`src/rtl/uart_pkg.sv`:
```
// Shared definitions for the bus_uart block: register offsets inside the
// 16-byte window, STATUS bit positions, TX/RX FSM state encodings and a helper
// that turns the programmed divider into the divider actually used.
package uart_pkg;

  localparam logic [3:0] OFF_DATA   = 4'h0;
  localparam logic [3:0] OFF_STATUS = 4'h4;
  localparam logic [3:0] OFF_DIV    = 4'h8;
  localparam logic [3:0] OFF_IRQ_EN = 4'hC;

  localparam int ST_TX_FULL   = 0;
  localparam int ST_TX_EMPTY  = 1;
  localparam int ST_RX_EMPTY  = 2;
  localparam int ST_RX_FULL   = 3;
  localparam int ST_OVERRUN   = 4;
  localparam int ST_TX_BUSY   = 5;
  localparam int ST_FRAME_ERR = 6;

  typedef enum logic [1:0] {TX_IDLE, TX_START, TX_DATA, TX_STOP} tx_state_t;
  typedef enum logic [1:0] {RX_IDLE, RX_START, RX_DATA, RX_STOP} rx_state_t;

  // A programmed divider of 0 behaves as 1 clock per bit.
  function automatic logic [15:0] eff_div(input logic [15:0] d);
    return (d == 16'd0) ? 16'd1 : d;
  endfunction

endpackage

```
`src/rtl/sync_fifo.sv`:
```
// Single-clock FIFO used for the TX and RX byte queues.
// Ports:
//   clk, rst_n      clock, asynchronous active-low reset
//   push_i/wdata_i  write request and data; ignored while full
//   pop_i           read request; ignored while empty
//   rdata_o         head entry (valid while !empty_o)
//   full_o/empty_o  occupancy flags
// DEPTH must be a power of two >= 2 so the pointers wrap naturally.
module sync_fifo #(
  parameter int WIDTH = 8,
  parameter int DEPTH = 8
) (
  input  logic             clk,
  input  logic             rst_n,
  input  logic             push_i,
  input  logic [WIDTH-1:0] wdata_i,
  input  logic             pop_i,
  output logic [WIDTH-1:0] rdata_o,
  output logic             full_o,
  output logic             empty_o
);

  localparam int AW = $clog2(DEPTH);
  localparam int CW = AW + 1;

  logic [WIDTH-1:0] mem_q [DEPTH];
  logic [AW-1:0]    wr_ptr_q, rd_ptr_q;
  logic [CW-1:0]    count_q;
  logic             do_push, do_pop;

  assign full_o  = (count_q == CW'(DEPTH));
  assign empty_o = (count_q == '0);
  assign do_push = push_i & ~full_o;
  assign do_pop  = pop_i & ~empty_o;
  assign rdata_o = mem_q[rd_ptr_q];

  always_ff @(posedge clk) begin
    if (do_push) mem_q[wr_ptr_q] <= wdata_i;
  end

  always_ff @(posedge clk or negedge rst_n) begin
    if (!rst_n) begin
      wr_ptr_q <= '0;
      rd_ptr_q <= '0;
      count_q  <= '0;
    end else begin
      if (do_push) wr_ptr_q <= wr_ptr_q + 1'b1;
      if (do_pop)  rd_ptr_q <= rd_ptr_q + 1'b1;
      // Simultaneous push and pop leaves the count unchanged.
      case ({do_push, do_pop})
        2'b10:   count_q <= count_q + 1'b1;
        2'b01:   count_q <= count_q - 1'b1;
        default: count_q <= count_q;
      endcase
    end
  end

endmodule

```
`src/rtl/bus_uart.sv`:
```
// Memory-mapped 8N1 UART occupying one 16-byte slot behind the bus hub.
// Ports:
//   clk, rst        clock; asynchronous active-low reset
//   addr/wdata/wmask/wen/ren  bus request from the hub
//   rdata/done      registered response
//   active          combinational window decode
//   uart_tx/uart_rx serial line (tx idles high, rx is asynchronous)
//   irq             level interrupt
// Build option: define UART_IRQ_EN to get the IRQ_EN register and irq output;
// otherwise irq is 0 and IRQ_EN reads 0 / ignores writes.
//
// Bus handshake: a strobe (wen or ren) is one clock wide and is only accepted
// when active=1; exactly one cycle later done pulses for one cycle with rdata
// holding the read result (rdata is 0 otherwise). There is no back-pressure.
module bus_uart
  import uart_pkg::*;
#(
  parameter logic [31:0] BASE_ADDR   = 32'h0001_0000,
  parameter int          FIFO_DEPTH  = 8,
  parameter logic [15:0] DEFAULT_DIV = 16'd868
) (
  input  logic        clk,
  input  logic        rst,
  input  logic [31:0] addr,
  input  logic [31:0] wdata,
  input  logic [3:0]  wmask,
  input  logic        wen,
  input  logic        ren,
  output logic [31:0] rdata,
  output logic        done,
  output logic        active,
  output logic        uart_tx,
  input  logic        uart_rx,
  output logic        irq
);

  // ---------------- bus decode ----------------
  logic [31:0] rel_addr;
  logic [3:0]  off;
  logic        wr_acc, rd_acc;

  // Unsigned wrap makes addresses below BASE_ADDR land far outside the window.
  assign rel_addr = addr - BASE_ADDR;
  assign active   = (rel_addr < 32'd16);
  assign off      = rel_addr[3:0];
  assign wr_acc   = wen & active;
  assign rd_acc   = ren & active;

  // ---------------- FIFOs ----------------
  logic       tx_push, tx_pop, tx_full, tx_empty;
  logic [7:0] tx_head;
  logic       rx_push, rx_pop, rx_full, rx_empty;
  logic [7:0] rx_head, rx_shift_q, rx_shift_d;

  assign tx_push = wr_acc & (off == OFF_DATA) & wmask[0];
  assign rx_pop  = rd_acc & (off == OFF_DATA) & ~rx_empty;

  sync_fifo #(.WIDTH(8), .DEPTH(FIFO_DEPTH)) u_tx_fifo (
    .clk(clk), .rst_n(rst), .push_i(tx_push), .wdata_i(wdata[7:0]),
    .pop_i(tx_pop), .rdata_o(tx_head), .full_o(tx_full), .empty_o(tx_empty)
  );

  logic rx_done;  // stop bit sampled high, byte complete
  assign rx_push = rx_done & ~rx_full;

  sync_fifo #(.WIDTH(8), .DEPTH(FIFO_DEPTH)) u_rx_fifo (
    .clk(clk), .rst_n(rst), .push_i(rx_push), .wdata_i(rx_shift_q),
    .pop_i(rx_pop), .rdata_o(rx_head), .full_o(rx_full), .empty_o(rx_empty)
  );

  // ---------------- registers ----------------
  logic [15:0] div_q, div_d, div_eff, div_last, rx_half_last;
  logic        overrun_q, overrun_d, frame_err_q, frame_err_d;
  logic        done_q, done_d;
  logic [31:0] rdata_q, rdata_d, rd_val;
  logic [1:0]  irq_en_rd;
  logic        frame_set, tx_busy;
  logic        status_wr;

  assign div_eff      = eff_div(div_q);
  assign div_last     = div_eff - 16'd1;
  assign rx_half_last = ((div_eff >> 1) == 16'd0) ? 16'd0 : (div_eff >> 1) - 16'd1;
  assign status_wr    = wr_acc & (off == OFF_STATUS) & wmask[0];

  always_comb begin
    rd_val = '0;
    case (off)
      OFF_DATA:   if (!rx_empty) rd_val = {1'b1, 23'b0, rx_head};
      OFF_STATUS: begin
        rd_val[ST_TX_FULL]   = tx_full;
        rd_val[ST_TX_EMPTY]  = tx_empty;
        rd_val[ST_RX_EMPTY]  = rx_empty;
        rd_val[ST_RX_FULL]   = rx_full;
        rd_val[ST_OVERRUN]   = overrun_q;
        rd_val[ST_TX_BUSY]   = tx_busy;
        rd_val[ST_FRAME_ERR] = frame_err_q;
      end
      OFF_DIV:    rd_val = {16'b0, div_q};
      OFF_IRQ_EN: rd_val = {30'b0, irq_en_rd};
      default:    rd_val = '0;
    endcase
  end

  always_comb begin
    div_d       = div_q;
    overrun_d   = overrun_q;
    frame_err_d = frame_err_q;
    done_d      = wr_acc | rd_acc;
    rdata_d     = rd_acc ? rd_val : 32'h0;
    if (wr_acc && off == OFF_DIV) begin
      if (wmask[0]) div_d[7:0]  = wdata[7:0];
      if (wmask[1]) div_d[15:8] = wdata[15:8];
    end
    // Clear first so a same-cycle hardware set takes priority.
    if (status_wr && wdata[ST_OVERRUN])   overrun_d   = 1'b0;
    if (status_wr && wdata[ST_FRAME_ERR]) frame_err_d = 1'b0;
    if (rx_done && rx_full) overrun_d   = 1'b1;
    if (frame_set)          frame_err_d = 1'b1;
  end

  always_ff @(posedge clk or negedge rst) begin
    if (!rst) begin
      div_q       <= DEFAULT_DIV;
      overrun_q   <= 1'b0;
      frame_err_q <= 1'b0;
      done_q      <= 1'b0;
      rdata_q     <= '0;
    end else begin
      div_q       <= div_d;
      overrun_q   <= overrun_d;
      frame_err_q <= frame_err_d;
      done_q      <= done_d;
      rdata_q     <= rdata_d;
    end
  end

  assign done  = done_q;
  assign rdata = rdata_q;

`ifdef UART_IRQ_EN
  logic [1:0] irq_en_q;
  logic       irq_q;
  always_ff @(posedge clk or negedge rst) begin
    if (!rst) begin
      irq_en_q <= 2'b00;
      irq_q    <= 1'b0;
    end else begin
      if (wr_acc && off == OFF_IRQ_EN && wmask[0]) irq_en_q <= wdata[1:0];
      irq_q <= (irq_en_q[0] & ~rx_empty) | (irq_en_q[1] & tx_empty);
    end
  end
  assign irq_en_rd = irq_en_q;
  assign irq       = irq_q;
`else
  assign irq_en_rd = 2'b00;
  assign irq       = 1'b0;
`endif

  // ---------------- TX FSM ----------------
  tx_state_t   tx_state_q, tx_state_d;
  logic [15:0] tx_cnt_q, tx_cnt_d;
  logic [2:0]  tx_bit_q, tx_bit_d;
  logic [7:0]  tx_shift_q, tx_shift_d;
  logic        tx_line_q, tx_line_d;

  assign tx_busy = (tx_state_q != TX_IDLE);

  always_comb begin
    tx_state_d = tx_state_q;
    tx_cnt_d   = tx_cnt_q;
    tx_bit_d   = tx_bit_q;
    tx_shift_d = tx_shift_q;
    tx_pop     = 1'b0;
    tx_line_d  = 1'b1;
    case (tx_state_q)
      TX_IDLE: begin
        if (!tx_empty) begin
          tx_pop     = 1'b1;
          tx_shift_d = tx_head;
          tx_cnt_d   = '0;
          tx_state_d = TX_START;
        end
      end
      TX_START: begin
        if (tx_cnt_q >= div_last) begin
          tx_cnt_d   = '0;
          tx_bit_d   = '0;
          tx_state_d = TX_DATA;
        end else tx_cnt_d = tx_cnt_q + 16'd1;
      end
      TX_DATA: begin
        if (tx_cnt_q >= div_last) begin
          tx_cnt_d   = '0;
          tx_shift_d = {1'b0, tx_shift_q[7:1]};
          if (tx_bit_q == 3'd7) tx_state_d = TX_STOP;
          else                  tx_bit_d   = tx_bit_q + 3'd1;
        end else tx_cnt_d = tx_cnt_q + 16'd1;
      end
      TX_STOP: begin
        if (tx_cnt_q >= div_last) begin
          tx_cnt_d = '0;
          // Chain straight into the next start bit so queued bytes leave
          // without an idle gap.
          if (!tx_empty) begin
            tx_pop     = 1'b1;
            tx_shift_d = tx_head;
            tx_state_d = TX_START;
          end else tx_state_d = TX_IDLE;
        end else tx_cnt_d = tx_cnt_q + 16'd1;
      end
      default: tx_state_d = TX_IDLE;
    endcase
    // Line level is registered from the next state so uart_tx is glitch-free.
    case (tx_state_d)
      TX_START: tx_line_d = 1'b0;
      TX_DATA:  tx_line_d = tx_shift_d[0];
      default:  tx_line_d = 1'b1;
    endcase
  end

  always_ff @(posedge clk or negedge rst) begin
    if (!rst) begin
      tx_state_q <= TX_IDLE;
      tx_cnt_q   <= '0;
      tx_bit_q   <= '0;
      tx_shift_q <= '0;
      tx_line_q  <= 1'b1;
    end else begin
      tx_state_q <= tx_state_d;
      tx_cnt_q   <= tx_cnt_d;
      tx_bit_q   <= tx_bit_d;
      tx_shift_q <= tx_shift_d;
      tx_line_q  <= tx_line_d;
    end
  end

  assign uart_tx = tx_line_q;

  // ---------------- RX FSM ----------------
  rx_state_t   rx_state_q, rx_state_d;
  logic [15:0] rx_cnt_q, rx_cnt_d;
  logic [2:0]  rx_bit_q, rx_bit_d;
  logic        rx_s1_q, rx_s2_q, rx_prev_q;

  always_comb begin
    rx_state_d = rx_state_q;
    rx_cnt_d   = rx_cnt_q;
    rx_bit_d   = rx_bit_q;
    rx_shift_d = rx_shift_q;
    rx_done    = 1'b0;
    frame_set  = 1'b0;
    case (rx_state_q)
      RX_IDLE: begin
        if (rx_prev_q && !rx_s2_q) begin
          rx_cnt_d   = '0;
          rx_state_d = RX_START;
        end
      end
      RX_START: begin
        // Re-check the start bit half a bit in; a high line was a glitch.
        if (rx_cnt_q >= rx_half_last) begin
          rx_cnt_d   = '0;
          rx_bit_d   = '0;
          rx_state_d = rx_s2_q ? RX_IDLE : RX_DATA;
        end else rx_cnt_d = rx_cnt_q + 16'd1;
      end
      RX_DATA: begin
        if (rx_cnt_q >= div_last) begin
          rx_cnt_d   = '0;
          rx_shift_d = {rx_s2_q, rx_shift_q[7:1]};
          if (rx_bit_q == 3'd7) rx_state_d = RX_STOP;
          else                  rx_bit_d   = rx_bit_q + 3'd1;
        end else rx_cnt_d = rx_cnt_q + 16'd1;
      end
      RX_STOP: begin
        if (rx_cnt_q >= div_last) begin
          rx_cnt_d   = '0;
          rx_done    = rx_s2_q;
          frame_set  = ~rx_s2_q;
          rx_state_d = RX_IDLE;
        end else rx_cnt_d = rx_cnt_q + 16'd1;
      end
      default: rx_state_d = RX_IDLE;
    endcase
  end

  always_ff @(posedge clk or negedge rst) begin
    if (!rst) begin
      rx_s1_q    <= 1'b1;
      rx_s2_q    <= 1'b1;
      rx_prev_q  <= 1'b1;
      rx_state_q <= RX_IDLE;
      rx_cnt_q   <= '0;
      rx_bit_q   <= '0;
      rx_shift_q <= '0;
    end else begin
      rx_s1_q    <= uart_rx;
      rx_s2_q    <= rx_s1_q;
      rx_prev_q  <= rx_s2_q;
      rx_state_q <= rx_state_d;
      rx_cnt_q   <= rx_cnt_d;
      rx_bit_q   <= rx_bit_d;
      rx_shift_q <= rx_shift_d;
    end
  end

  // Upper data bits and byte lanes 2/3 have no register behind them.
  logic unused_bits;
  assign unused_bits = ^{wdata[31:16], wmask[3:2]};

endmodule
```
`config.mk`:
```
export PLATFORM = sky130hd
export DESIGN_NAME = bus_uart
export DESIGN_NICKNAME = d
export VERILOG_FILES = /design/src/rtl/uart_pkg.sv /design/src/rtl/sync_fifo.sv /design/src/rtl/bus_uart.sv
export SDC_FILE = /design/constraint.sdc
export NUM_CORES = 1
export LEC_CHECK = 0
export BUFFER_PORTS_ARGS = -buffer_cell sky130_fd_sc_hd__buf_2
export CAP_MARGIN = 30
export CORE_MARGIN = 2
export CORE_UTILIZATION = 44
export CTS_CLUSTER_SIZE = 30
export DETAILED_ROUTE_END_ITERATION = 10
export SETUP_SLACK_MARGIN = 0.5
export SYNTH_ARGS = -nofsm -noshare
export SYNTH_HDL_FRONTEND = slang
export SYNTH_HIERARCHICAL = 1
export SYNTH_SLANG_ARGS = --single-unit
```
`constraint.sdc`:
```
create_clock -name clk -period 7.45 [get_ports clk]
set_input_delay 0 -clock clk [delete_from_list [all_inputs] [get_ports clk]]
set_output_delay 0 -clock clk [all_outputs]
set_load 0.005 [all_outputs]
```
After elaboration in Yosys (flattened, before gate mapping)
Memory sizes are Yosys's and may differ from the RTL's.
Index checks and enable logic that the tools add are counted.
- add/sub/neg operators: 15
- bitwise operators: 19
- multiplexer cells: 57
- order comparisons: 4
- reductions and logical operators: 30
- equality and inequality tests: 29
- operator list (operator ; number):
    two-way mux 16 bit ; 7
    two-way mux 32 bit ; 2
    one-hot mux 25 bit (2 select lines) ; 1
    greater-or-equal comparator 16 bit ; 3
    one-hot mux 16 bit (3 select lines) ; 1
    adder 16 x 1 -> 16 bit, second input constant ; 2
    logical NOT 16 bit ; 2
    less-than comparator 32 x 5 -> 1 bit, second input constant ; 1
    one-hot mux 16 bit (2 select lines) ; 1
    subtractor 32 x 17 -> 32 bit, second input constant ; 1
    two-way mux 8 bit ; 3
    one-hot mux 8 bit (3 select lines) ; 1
    two-way mux 2 bit ; 11
    inequality test 2 bit, second input constant ; 11
    one-hot mux 7 bit (3 select lines) ; 1
    adder 3 x 1 -> 3 bit, second input constant ; 6
    two-way mux 3 bit ; 6
    one-hot mux 2 bit (4 select lines) ; 2
    one-hot mux 4 bit (2 select lines) ; 2
    subtractor 15 x 1 -> 16 bit, second input constant ; 1
    subtractor 16 x 1 -> 16 bit, second input constant ; 1
    two-way mux 1 bit ; 15
    equality test 2 bit, second input constant ; 7
    nonzero test 2 bit ; 7
    other kinds (22) ; 59
- output and inout bits: 36
- memory bits (writable): 128
- bits in registers: 133
- word-level logic and storage cells: 181
- memories: 2
- memories (name ; depth ; width ; rd ports ; clocked after memory_dff ; write ports ; line ; RTL):
    u_rx_fifo.mem_q ; 8 ; 8 ; 1 ; 0 ; 1 ; sync_fifo.sv:26 ; logic [WIDTH-1:0] mem_q [DEPTH];
    u_tx_fifo.mem_q ; 8 ; 8 ; 1 ; 0 ; 1 ; sync_fifo.sv:26 ;

Logic depth before layout (Yosys ltp)
Gate-level depths: netlist of the first run.
- word-level depth: 10
- mapped depth: 23

Hierarchy
The synthesis of the first run kept the hierarchy.
- modules (own cells, without submodules) (module ; instances ; cells each ; seq. area each (um^2) ; area an instance (um^2)):
    bus_uart ; 1 ; 693 ; 2463.6 ; 6641.4
    sync_fifo at u_tx_fifo ; 1 ; 160 ; 2172.1 ; 3141.8
    sync_fifo at u_rx_fifo ; 1 ; 160 ; 2172.1 ; 3134.3

Worst setup path before layout of the first run
Ideal clock, no wire load.
- kind: register to register
- start point: reg div_q[6]
- end point: reg u_rx_fifo.count_q[3]
- path slack: 2.047 ns
- library setup time: 0.134 ns
- period minus slack after synthesis: 5.403 ns
- arrival time: 5.269 ns
- stages on the path, launching flop included: 24
- required time: 7.316 ns
- path through: dfstp_2 buf_2 nor4_2 a41oi_2 ha_1 nand3_1 nor3_1 nand2_1 xor2_1 ha_1 a21o_1 a21o_1 nor2_1 or3_1 o22ai_1 or2_4 nand3_1 nor3_1 nand2_2 ha_1 ha_1 or4b_2 o311ai_0 o211ai_1
- longest elaborated chain between the ends: 10
- ends and longest elaborated chain (item ; line ; RTL):
    start, declared ; bus_uart.sv:72 ; logic [15:0] div_q, div_d, div_eff, div_last, rx_half_last;
    start signal, assigned ; bus_uart.sv:129 ; div_q <= div_d;
    logical NOT 16 bit ; uart_pkg.sv:24 ; return (d == 16'd0) ? 16'd1 : d;
    two-way mux 16 bit (*) ; uart_pkg.sv:24 ;
    subtractor 16 x 1 -> 16 bit (*) ; bus_uart.sv:81 ; assign div_last = div_eff - 16'd1;
    greater-or-equal comparator 16 bit (*) ; bus_uart.sv:276 ; if (rx_cnt_q >= div_last) begin
    two-way mux 1 bit (*) ; bus_uart.sv:276 ;
    two-way mux 1 bit (*) ; bus_uart.sv:252 ; case (rx_state_q)
    bitwise AND 1 bit (*) ; bus_uart.sv:64 ; assign rx_push = rx_done & ~rx_full;
    named net rx_push ; bus_uart.sv:52 ; logic rx_push, rx_pop, rx_full, rx_empty;
    bitwise AND 1 bit (*) ; sync_fifo.sv:33 ; assign do_push = push_i & ~full_o;
    equality test 2 x 1 -> 1 bit / equality test 2 bit (equally long branches) ; sync_fifo.sv:50 ; case ({do_push, do_pop})
    one-hot mux 4 bit (2 select lines) / nonzero test 2 bit (equally long branches) ; - ;
    end signal, assigned ; sync_fifo.sv:51 ; 2'b10: count_q <= count_q + 1'b1;
    end signal, assigned ; sync_fifo.sv:52 ; 2'b01: count_q <= count_q - 1'b1;
    end signal, assigned ; sync_fifo.sv:53 ; default: count_q <= count_q;
    end, declared ; sync_fifo.sv:28 ; logic [CW-1:0] count_q;
Mark *: on every way through the listed nets, which the timed path passes. The rest lies on a longest branch.
A chain may end at the register's enable or synchronous reset.

Worst setup path after layout of the first run
- start point: reg div_q[8]
- end point: reg u_rx_fifo.count_q[3]
Same word-level chain as after synthesis.

==> results of run 1 <==
[area by class of cell]
class	instances	area (um^2)	share of cell area
clock buffer	35	725.7	0.04945
clock inverter	15	122.6	0.008356
inverter	34	127.6	0.008697
multi-input combinational	691	5644	0.3846
sequential	246	6808	0.4639
tap	384	480.5	0.03274
timing repair buffer	115	765.7	0.05218
[through the flow]
stage / worst slack [ps] / utilization / instance area (um^2) / instances / total power (uW)
after floorplan: 2047 / - / 12970 / 1028 / 1592
after global placement: 1239 / 0.4704 / 13540 / 1443 / 1644
after detailed placement: 1161 / 0.4704 / 13540 / 1443 / 1651
after CTS: 1144 / 0.5089 / 14650 / 1519 / 2935
after global routing: 678.0 / 0.5099 / 14670 / 1520 / 3017
final: 1178 / 0.5099 / 14670 / 1520 / 2907
[state kept, by name (all words and copies together), names as in the netlist, 2 cells and up, named ones only]
name / cells
rdata: 17
u_rx_fifo/wr_ptr_q: 3
u_rx_fifo/mem_q: 64
rx_shift_q: 8
tx_bit_q: 3
u_rx_fifo/rd_ptr_q: 3
tx_state_q: 2
tx_cnt_q: 16
rx_bit_q: 3
u_tx_fifo/count_q: 4
tx_shift_q: 8
u_rx_fifo/count_q: 4
div_q: 16
rx_cnt_q: 16
u_tx_fifo/wr_ptr_q: 3
u_tx_fifo/mem_q: 64
u_tx_fifo/rd_ptr_q: 3
[placed cells by master (no fill, tap or decap), drive strengths merged, types with 4 or more instances in the layout]
cell / n
nor3b: 9
nor2b: 15
and3: 27
inv: 36
a221o: 6
mux2: 43
clkbuf: 35
or4b: 4
or3: 9
nand2b: 22
buf: 89
o211ai: 6
conb: 16
xnor2: 18
mux4: 32
dfstp: 9
ha: 71
xor2: 22
dlygate4sd3: 26
a21oi: 36
nor3: 20
dfrtp: 109
nor2: 39
a22oi: 6
a22o: 16
nand2: 86
edfxtp: 128
a21o: 13
clkinv: 12
nand4: 7
nand3: 32
o21ai: 56
and2: 13
or2: 5
mux2i: 5
nor4: 12
o31ai: 4
[power groups by stage]
| stage | clock [uW] | sequential, uW | combinational [uW] |
|---|---|---|---|
| floorplan | 0 | 1500 | 96.4 |
| global placement | 0 | 1510 | 133 |
| detailed placement | 0 | 1510 | 139 |
| CTS | 1300 | 1490 | 150 |
| global route | 1360 | 1490 | 173 |
| finish | 1270 | 1490 | 149 |
[kinds of logic (layout without fill, tap and decap cells)]
family                     after synthesis  after routing  synth area share
muxes                                   80             80            0.1088
DFF                                    246            246            0.5270
and+or+nand+nor                        307            307            0.1295
other                                    1             16         0.0002903
buffers and inverters                   91            199           0.04088
adders and majority gates               73             73           0.07187
xor gates and xnor gates                40             40           0.02712
AOI/OAI and AO/OA                      175            175           0.09454
[repair_timing]
action	4_1_cts	5_1_grt
hold endpoints to repair	138	0
hold buffers	26	0
setup buffers	0	0
resized for setup	0	0
[worst paths after layout]
path                                      start  depth (start not counted)                               end
min in group clk                       addr[26]                          5               rdata[31]$_DFF_PN0_
hold / removal                              rst                          2               rdata[15]$_DFF_PN0_
max in group asynchronous                   rst                          4              div_q[5]$_DFFE_PN1P_
setup reg to reg           div_q[8]$_DFFE_PN1P_                         21  u_rx_fifo/count_q[3]$_DFFE_PN0P_
hold reg to reg               rx_s1_q$_DFF_PN1_                          0                 rx_s2_q$_DFF_PN1_
setup / recovery           div_q[8]$_DFFE_PN1P_                         21  u_rx_fifo/count_q[3]$_DFFE_PN0P_
[worst max-delay path, delay by kind of cell (launching register included)]
kind	cells	cell delay (ps)
AO/OA/AOI/OAI	5	1110
XOR/XNOR	1	340
adder cells (fa/ha/maj)	4	1230
flip-flops	1	640
AND/OR/NAND/NOR	11	2820
[layer usage]
metal	global-route usage	wire length [um]
met1	0.2613	13040
met2	0.2956	12990
met3	0.02316	1135
met4	0.04132	415
met5	0	0
==> results.md, run 1 <==
* Synth top area share at 0.2976
* WL final at ~28000 um
* Clock Latency Late Sink at 550 ps
* RSZ-0062 raised after global routing: false
* Die W at 175.3 um
* R2R setup slack at around 1200 ps
* Placer Congestion at 0.8562
* Worst hold slack at 10.93 ps
* Cells after Synth at roughly 1000
* Hold violation count in the final report at 0
* Syn. warnings at 6
* H-tree levels at 1
* Critical path data arrival time at 6690 ps
* Top-Level Pins at 109
* Pwr dens at 198.1 nW/um^2
* Detailed Place HPWL at 19270 um
* Final Critical Period at 6272 ps
* Clock Sinks at 246
* Area grow syn2layout at 13.60%
* Mean number of vias per cell at 5.442
* CTS root buffer: clkbuf_16
* First-pass GRT wire length at ~44000 um
* Dominant cells by area after synthesis: edfxtp_1 30%, dfrtp_1 21%, ha_1 6.9%
* Clk pin slew, worst setup/hold paths at 60 ps
* Number of diodes at 0
* Vias in the first global route at 8163
* Setup Skew at 13.29 ps
* Max FO, Critical Path at 9
* Number of synthesized flops with an enable pin at roughly 130
* Antenna violations before repair at 0
* Pleak at approximately 0.0060 uW
* Power Internal at 2246 uW
* Final period utilization at 0.8419
* Die Y at 175.3 um
* Largest net degree at the start of global routing at 72
* Peak supply drop at 0.0001733 V
* Clock Path Buffers at 3
* Sequential cell area fraction in the yosys report at 0.5270
* Core area at roughly 29000 um^2
* Power share of the clock group at 0.437
* WP data required at 7870 ps
* Final setup fails at 0
* Ys async rst share at 0.4797
* Row count at 62
* Max_cap viols at 0
* Mean Syn Cell Area at 12.75 um^2
* Synth Cell Area at 12920 um^2
* Slowest-stage cell, CP: dfstp_2
* Count leader, synth: edfxtp_1
* Unique cell type count in the Yosys netlist at 86
* Nets at 1261
* Post-synth top area cell: edfxtp_1
* Total die area at about 31000 um^2
* Actual slew at the worst max-slew pin at 966.5 ps
* Share of layout cells above drive strength 1 at 0.1840
* Comb power frac at 0.051
* Residual DRC count at 0
* Yosys reg bits at 246
* Final Max Tran Viols at 0
* GRT overflow at 0
* Highest Clock Rate at 0.1594 GHz
* Total GRT Usage at 0.1817
* CTS tree: yes
* Final setup TNS at 0 ps
* Initial Util at 0.4488
* WL per Instance at 18.15 um
* Leading cell types by count after synthesis: 128 x edfxtp_1, 109 x dfrtp_1, 83 x nand2_1, 71 x ha_1, 48 x o21ai_0
* Status: finished, final reports clean
* CP Capture Type: flop
* TritonCTS Buffers at 27
* Worst rel slew slack at 0.3533
* Worst Hold Class: input pin to async pin
* Net Sw Power at 660.2 uW
* Routed Antenna Nets at 0
* Iter 0 DRT Violations at 448
* Max stage delay on crit path at 640 ps
* WS Path Type: flop to flop
* Fillers at 2493
* # port buffers at 74
* Sequential share of power at 0.511
* Crit-path cells: nor4_4 > a41oi_2 > ha_1 > nand3_1 > nor3_1 > nand2_1 > xor2_1 > ha_1 > o2111a_1 > nor2_1 > or3_1 > o22ai_1 > or2_4 > nand3_1 > nor3_1 > nand2_2 > ha_1 > ha_1 > or4b_2 > o311ai_0 > o211ai_1
* Post-synth top flop: edfxtp_1
* Via count at 8272
* Startpoint Class: flop
* Top cell by count, worst path: ha_1
* 1st-pass router iterations at 5
* Net Sw Frac at 0.2271
No activity file was read; power rests on OpenSTA's default activity.
==> run 2: changes to the inputs <==
- ABC_AREA: default -> 1
- clock period: 7.45 -> 6.1 ns (I/O delays scaled with it)
==> results.md, run 2 <==
* Die Y at 179.3 um (+2.2%)
* Final period utilization at 0.8394 (-0.002433)
* Number of diodes at 0 (unchanged)
* Mean Syn Cell Area at 8.682 um^2 (-32%)
* Sequential cell area fraction in the yosys report at 0.5036 (-0.02341)
* Final Critical Period at 5121 ps (-1151 ps)
* Final Util at 0.5107 (+0.0008630)
* Vias in the first global route at 9872 (+21%)
* 1st-pass router iterations at 5 (unchanged)
* # port buffers at 74 (unchanged)
* Die W at 179.3 um (+2.2%)
* Pwr dens at 262.2 nW/um^2 (+32%)
* Max stage delay on crit path at 540 ps (-100 ps)
* Slowest-stage cell, CP: nor4_1
* Total die area at 32140 um^2 (+4.5%)
* Total GRT Usage at 0.1985 (+0.01674)
* Clock Sinks at 246 (unchanged)
* Comb power frac at 0.079 (+0.028)
* Setup Skew at 17.49 ps (+4.207 ps)
* Synth top area share at 0.2843 (-0.01322)
* H-tree levels at 1 (unchanged)
* Mean number of vias per cell at 4.930 (-9.4%)
* Leading cell types by count after synthesis: 430 x nand2_1, 204 x inv_1, 189 x nor2_1, 128 x edfxtp_1, 109 x dfrtp_1
* Core area at 30430 um^2 (+5.7%)
* Reg2reg start: div_q[1]$_DFFE_PN0P_
* First-pass GRT wire length at 50140 um (+13%)
* Placer Congestion at 0.8974 (+4.8%)
* Final Non-Filler Cells at 2090 (+38%)
* Cells after Synth at 1557 (+54%)
* Pleak at 0.007185 uW (+19%)
* Hold Crit Depth at 3
* Initial Util at 0.4442 (-0.004587)
* Yosys reg bits at 246 (unchanged)
* WS Path Type: flop to flop
* Dominant cells by area after synthesis: edfxtp_1 28%, dfrtp_1 20%, nand2_1 12%
* Hold violation count in the final report at 0 (unchanged)
* Top cell by count, worst path: nand2_1
* Crit-path cells: inv_1 > ha_1 > inv_1 > nor4_1 > nand2_1 > inv_1 > nand2_1 > a21oi_1 > xor2_1 > ha_1 > nand2_1 > nor2_1 > a211oi_1 > a21boi_1 > nor4_1 > nand2_2 > ha_1 > ha_1 > or2_2 > nand2_1 > nand2_1 > nand3_1 > nand2_1
* Commonest non-fill, non-tap cell in the layout: nand2_1
* Max FO, Critical Path at 13 (+4)
* Detailed Place HPWL at 21670 um (+12%)
* GRT overflow at 0 (unchanged)
* Critical path data arrival time at 5560 ps (-1130 ps)
* Routed Antenna Nets at 0 (unchanged)
* Sequential share of power at 0.490 (-0.021)
* Net Sw Power at 1005 uW (+52%)
* Setup repair bufs after CTS at 0 (unchanged)
* Net Sw Frac at 0.2466 (+0.01943)
* Power share of the clock group at 0.431 (-0.006)
* Critical R2R Capture: u_rx_fifo/count_q[3]$_DFFE_PN0P_
* CP bufs+invs at 3 (+3)
* Row count at 64 (+3.2%)
* Max_cap viols at 0 (unchanged)
* Power Internal at 3070 uW (+37%)
* CP Capture Type: flop
* Synth Cell Area at 13520 um^2 (+4.6%)
* Commonest cells after routing, fill and taps aside: 430 x nand2_1, 204 x inv_1, 189 x nor2_1
* Iter 0 DRT Violations at 701 (+56%)
* Actual slew at the worst max-slew pin at 953.6 ps (-12.84 ps)
* Hold Crit Start: ren
* Clock Latency Late Sink at 560 ps (about the same)
* Reg2Reg Depth at 23 (+9.5%)
* Fillers at 2866 (+15%)
* Share of layout cells above drive strength 1 at 0.1263 (-0.05765)
* Clock Path Buffers at 3 (unchanged)
* Worst rel slew slack at 0.3588 (+0.005506)
* WP data required at 6540 ps (-1330 ps)
* Clk pin slew, worst setup/hold paths at 60 ps (about the same)
* Top-Level Pins at 109 (unchanged)
* Antenna violations before repair at 0 (unchanged)
* WL final at 30490 um (+11%)
* Residual DRC count at 0 (unchanged)
* Post-synth top area cell: edfxtp_1
* Placed cell count at 2012 (+39%)
* CTS tree: yes
* Peak supply drop at 0.0001851 V (+6.8%)
* Largest net degree at the start of global routing at 75 (+4.2%)
* CP top delay family: simple AND/OR/NAND/NOR gates
* Highest Clock Rate at 0.1953 GHz (+22%)
* Number of synthesized flops with an enable pin at 128 (unchanged)
* Unique cell type count in the Yosys netlist at 49 (-43%)
* Worst Hold Class: input pin to flop
* Ys async rst share at 0.4797 (unchanged)
* Post-synth top flop: edfxtp_1
* Status: finished, final reports clean
* Startpoint Class: flop
* Area grow syn2layout at 14.97%
* Final Max Tran Viols at 0 (unchanged)
* Final setup TNS at 0 ps (unchanged)
* Hold EP: done$_DFF_PN0_
* Final setup fails at 0 (unchanged)
* Count leader, synth: nand2_1
* R2R setup slack at 980 ps (-200 ps)
* Via count at 10300 (+25%)
* CTS root buffer: clkbuf_16
* Syn. warnings at 6 (unchanged)
* Nets at 1820 (+44%)
* RSZ-0062 raised after global routing: false
* TritonCTS Buffers at 27 (unchanged)
* WL per Instance at 14.59 um (-20%)
## run 2: what timing repair did
action / in CTS / in global routing
endpoints found under the setup margin: 0 / 2
resized for setup: 0 / 1
hold buffers: 28 / 0
endpoints found under the hold margin: 134 / 0
## run 2: worst max-delay path by stage
stage	start	endpoint	slack, ps	cells past startpoint
3_3_place_gp	div_q[1]$_DFFE_PN0P_	u_rx_fifo/count_q[3]$_DFFE_PN0P_	1060	23
5_1_grt	div_q[1]$_DFFE_PN0P_	u_rx_fifo/count_q[3]$_DFFE_PN0P_	560	23
6_report	div_q[1]$_DFFE_PN0P_	u_rx_fifo/count_q[3]$_DFFE_PN0P_	980	23
2_1_floorplan	div_q[1]$_DFFE_PN0P_	u_tx_fifo/count_q[3]$_DFFE_PN0P_	1400	27
3_5_place_dp	div_q[1]$_DFFE_PN0P_	u_rx_fifo/count_q[3]$_DFFE_PN0P_	940	23
4_1_cts	div_q[1]$_DFFE_PN0P_	u_rx_fifo/count_q[3]$_DFFE_PN0P_	910	23
## run 2: tightest hold or removal path: stages
cell and delay, ps:
buf_2 70, nand2_1 340, nand2_1 150
## run 2: power groups by stage
stage	clock [uW]	combinational [uW]	sequential, uW
finish	1760	321	2000
global route	1870	377	2020
CTS	1810	322	2000
detailed placement	0	305	2030
global placement	0	298	2030
floorplan	0	219	1980
## run 2: logic make-up after synthesis
kind of cell / share of synthesized area
buffers and inverters: 0.08599
AOI/OAI and AO/OA: 0.05868
other: 0.0002774
DFF: 0.5036
xor gates and xnor gates: 0.02851
and+or+nand+nor: 0.2426
adders and majority gates: 0.06868
muxes: 0.01166
## run 2: cell type report
type                    count  area (um^2)  share of cell area
flip-flops and latches    246         6810              0.4382
clock inverters            19        274.0             0.01763
clock buffers              30        686.9             0.04420
well taps                 396        495.5             0.03188
inverters                 213        799.5             0.05144
multi-input cells        1061         5610              0.3610
repair buffers            125        864.6             0.05563
## run 2: metal layers
layer,vias to the layer above,track usage,wire length (um)
li1,5238,-,-
met1,4806,0.2689,14080
met2,219,0.3397,14500
met3,40,0.02460,1330
met4,0,0.04536,581
met5,-,0,0
## run 2: through the flow
stage | hold WS, ps | total power (uW) | setup slack [ps] | area [um^2]
after global routing | 74.97 | 4269 | 560.2 | 15540
after global placement | -17.80 | 2327 | 1065 | 14230
after floorplan | -295.6 | 2203 | 1398 | 13570
after detailed placement | -9.763 | 2337 | 939.1 | 14250
after CTS | 42.21 | 4131 | 905.1 | 15510
final | 57.34 | 4075 | 979.4 | 15540
==> run 3: changes to the inputs <==
- clock period: 6.1 -> 4.53 ns (I/O delays scaled with it)
==> results.md, run 3 (same netlist as run 2, synthesis figures left out) <==
* Status: finished, final reports clean
* Row count at 64 (unchanged)
* Via count at 10670 (+3.5%)
* Highest Clock Rate at 0.2436 GHz (+25%)
* Reg area at 6817 um^2 (about the same)
* Residual DRC count at 0 (unchanged)
* Max stage delay on crit path at 460 ps (-80 ps)
* Hold violation count in the final report at 0 (unchanged)
* Routed Antenna Nets at 0 (unchanged)
* Vias in the first global route at 10110 (+2.4%)
* Critical R2R Capture: u_tx_fifo/count_q[3]$_DFFE_PN0P_
* RSZ-0062 raised after global routing: true
* R2R setup slack at 430 ps (-550 ps)
* Pre-CTS setup slack at 174.9 ps (-764.2 ps)
* CTS tree: yes
* Die Y at 179.3 um (unchanged)
* Iter 0 DRT Violations at 682 (-2.7%)
* Power Internal at 4193 uW (+37%)
* H-tree levels at 1 (unchanged)
* Worst rel slew slack at 0.3781 (+0.01933)
* Commonest non-fill, non-tap cell in the layout: nand2_1
* CTS root buffer: clkbuf_16
* Fillers at 2712 (-5.4%)
* Largest net degree at the start of global routing at 59 (-21%)
* Share of layout cells above drive strength 1 at 0.2026 (+0.07629)
* Comb power frac at 0.083 (+0.004)
* Clock Sinks at 246 (unchanged)
* Power share of the clock group at 0.435 (+0.004)
* GRT overflow at 0 (unchanged)
* Area grow syn2layout at 22.51%
* Pleak at 0.007570 uW (+5.4%)
* Reg2reg start: div_q[4]$_DFFE_PN0P_
* Worst Setup EP: u_tx_fifo/count_q[3]$_DFFE_PN0P_
* Top-Level Pins at 109 (unchanged)
* Die W at 179.3 um (unchanged)
* Final setup TNS at 0 ps (unchanged)
* Commonest cells after routing, fill and taps aside: 417 x nand2_1, 192 x inv_1, 182 x nor2_1
* WS Path Type: flop to flop
* Final Critical Period at 4104 ps (-1016 ps)
* Max_cap viols at 0 (unchanged)
* Final Worst Setup Slack at 425.6 ps (-553.8 ps)
* Antenna violations before repair at 0 (unchanged)
* Nets at 1881 (+3.4%)
* Slowest-stage cell, CP: dfrtp_2
* TritonCTS Buffers at 28 (+3.7%)
* Final Max Tran Viols at 0 (unchanged)
* Total GRT Usage at 0.2036 (+0.005184)
* Clock Path Buffers at 3 (unchanged)
* Initial Util at 0.4442 (unchanged)
* Net Sw Frac at 0.2527 (+0.006093)
* First-pass GRT wire length at 51590 um (+2.9%)
* Setup Skew at 48.20 ps (+30.71 ps)
* # port buffers at 74 (unchanged)
* WL final at 32400 um (+6.2%)
* Detailed Place HPWL at 22310 um (+2.9%)
* Pwr dens at 338.8 nW/um^2 (+29%)
* Final period utilization at 0.9060 (+0.06660)
* Total die area at 32140 um^2 (unchanged)
* Worst Hold Class: input pin to flop
* Startpoint Class: flop
* Critical path data arrival time at 4530 ps (-1030 ps)
* CP Capture Type: flop
* Footprint of the multi-input gates at 6072 um^2 (+8.2%)
* Number of diodes at 0 (unchanged)
* Placer Congestion at 0.9080 (+1.2%)
* Worst setup path start: div_q[4]$_DFFE_PN0P_
* Clock Latency Late Sink at 590 ps (+30 ps)
* WL per Instance at 15.05 um (+3.1%)
* Core area at 30430 um^2 (unchanged)
* Reg2Reg Depth at 28 (+22%)
* Peak supply drop at 0.0002881 V (+56%)
* WP data required at 4960 ps (-1580 ps)
* Sequential share of power at 0.482 (-0.008)
* Mean number of vias per cell at 4.954 (+0.48%)
* Max FO, Critical Path at 5 (-8)
* Net Sw Power at 1418 uW (+41%)
* 1st-pass router iterations at 5 (unchanged)
* Actual slew at the worst max-slew pin at 924.9 ps (-28.76 ps)
* Final setup fails at 0 (unchanged)
* Clk pin slew, worst setup/hold paths at 60 ps (about the same)
## run 3: changes by cell type in the layout (fill, tap and decap cells not counted), sizes merged
cell | previous run | this run
buf | 98 | 156
clkinv | 10 | 8
inv | 215 | 214
dlygate4sd3 | 27 | 29
clkbuf | 30 | 39
bufinv | 6 | 3
## run 3: final cells by class
cell class	instances	area share
Clock inverter	13	0.01050
Inverter	213	0.04888
Tap cell	396	0.02992
Sequential cell	246	0.4116
Clock buffer	39	0.05153
Multi-Input combinational cell	1061	0.3667
Timing Repair Buffer	185	0.08092
## run 3: critical path, delay by kind of cell (launching register included)
kind	cells	cell delay, ps
and+or+nand+nor	15	1770
buffers and inverters	7	760
adders and majority gates	3	670
DFF	1	460
AOI/OAI and AO/OA	2	190
xor gates and xnor gates	1	90
## run 3: how the worst min path moves through the flow
stage          startpoint                   endpoint  slack [ps]  cells after the start
2_1_floorplan         rst                  async pin        -300                      0
5_1_grt           uart_rx          rx_s1_q$_DFF_PN1_          90                      2
3_3_place_gp          rst  tx_shift_q[4]$_DFFE_PN0P_         -40                      1
6_report          uart_rx          rx_s1_q$_DFF_PN1_         100                      2
4_1_cts           uart_rx          rx_s1_q$_DFF_PN1_          80                      2
3_5_place_dp          rst  tx_shift_q[3]$_DFFE_PN0P_         -30                      1
## run 3: repair_timing
action,4_1_cts,5_1_grt
endpoints found under the setup margin,70,72
pin swaps,7,44
hold buffers,30,0
endpoints found under the hold margin,150,0
resized for setup,20,61
setup buffers,9,39
## run 3: layer usage
metal	track usage	vias to the layer above	part of all wire
met3	0.02502	57	0.053
li1	-	5346	-
met2	0.3367	266	0.47
met5	0	-	0
met1	0.2776	4996	0.45
met4	0.06821	0	0.031
## run 3: metrics by stage
step	util	hold WS (ps)	instances	total power [uW]	cell area [um^2]
6_report	0.5442	98.34	2153	5611	16560
2_1_floorplan	-	-295.6	1572	2972	13740
5_1_grt	0.5442	94.32	2153	5855	16560
3_3_place_gp	0.4764	-38.43	2021	3142	14500
4_1_cts	0.5264	75.49	2114	5624	16020
3_5_place_dp	0.4772	-33.37	2023	3157	14520
## run 3: power groups by stage
stage                     sequential [uW]  clock, uW  combinational (uW)
after floorplan                      2670          0                 298
after global placement               2740          0                 402
after detailed placement             2740          0                 413
after CTS                            2700       2480                 438
after global routing                 2730       2580                 543
final                                2710       2440                 465
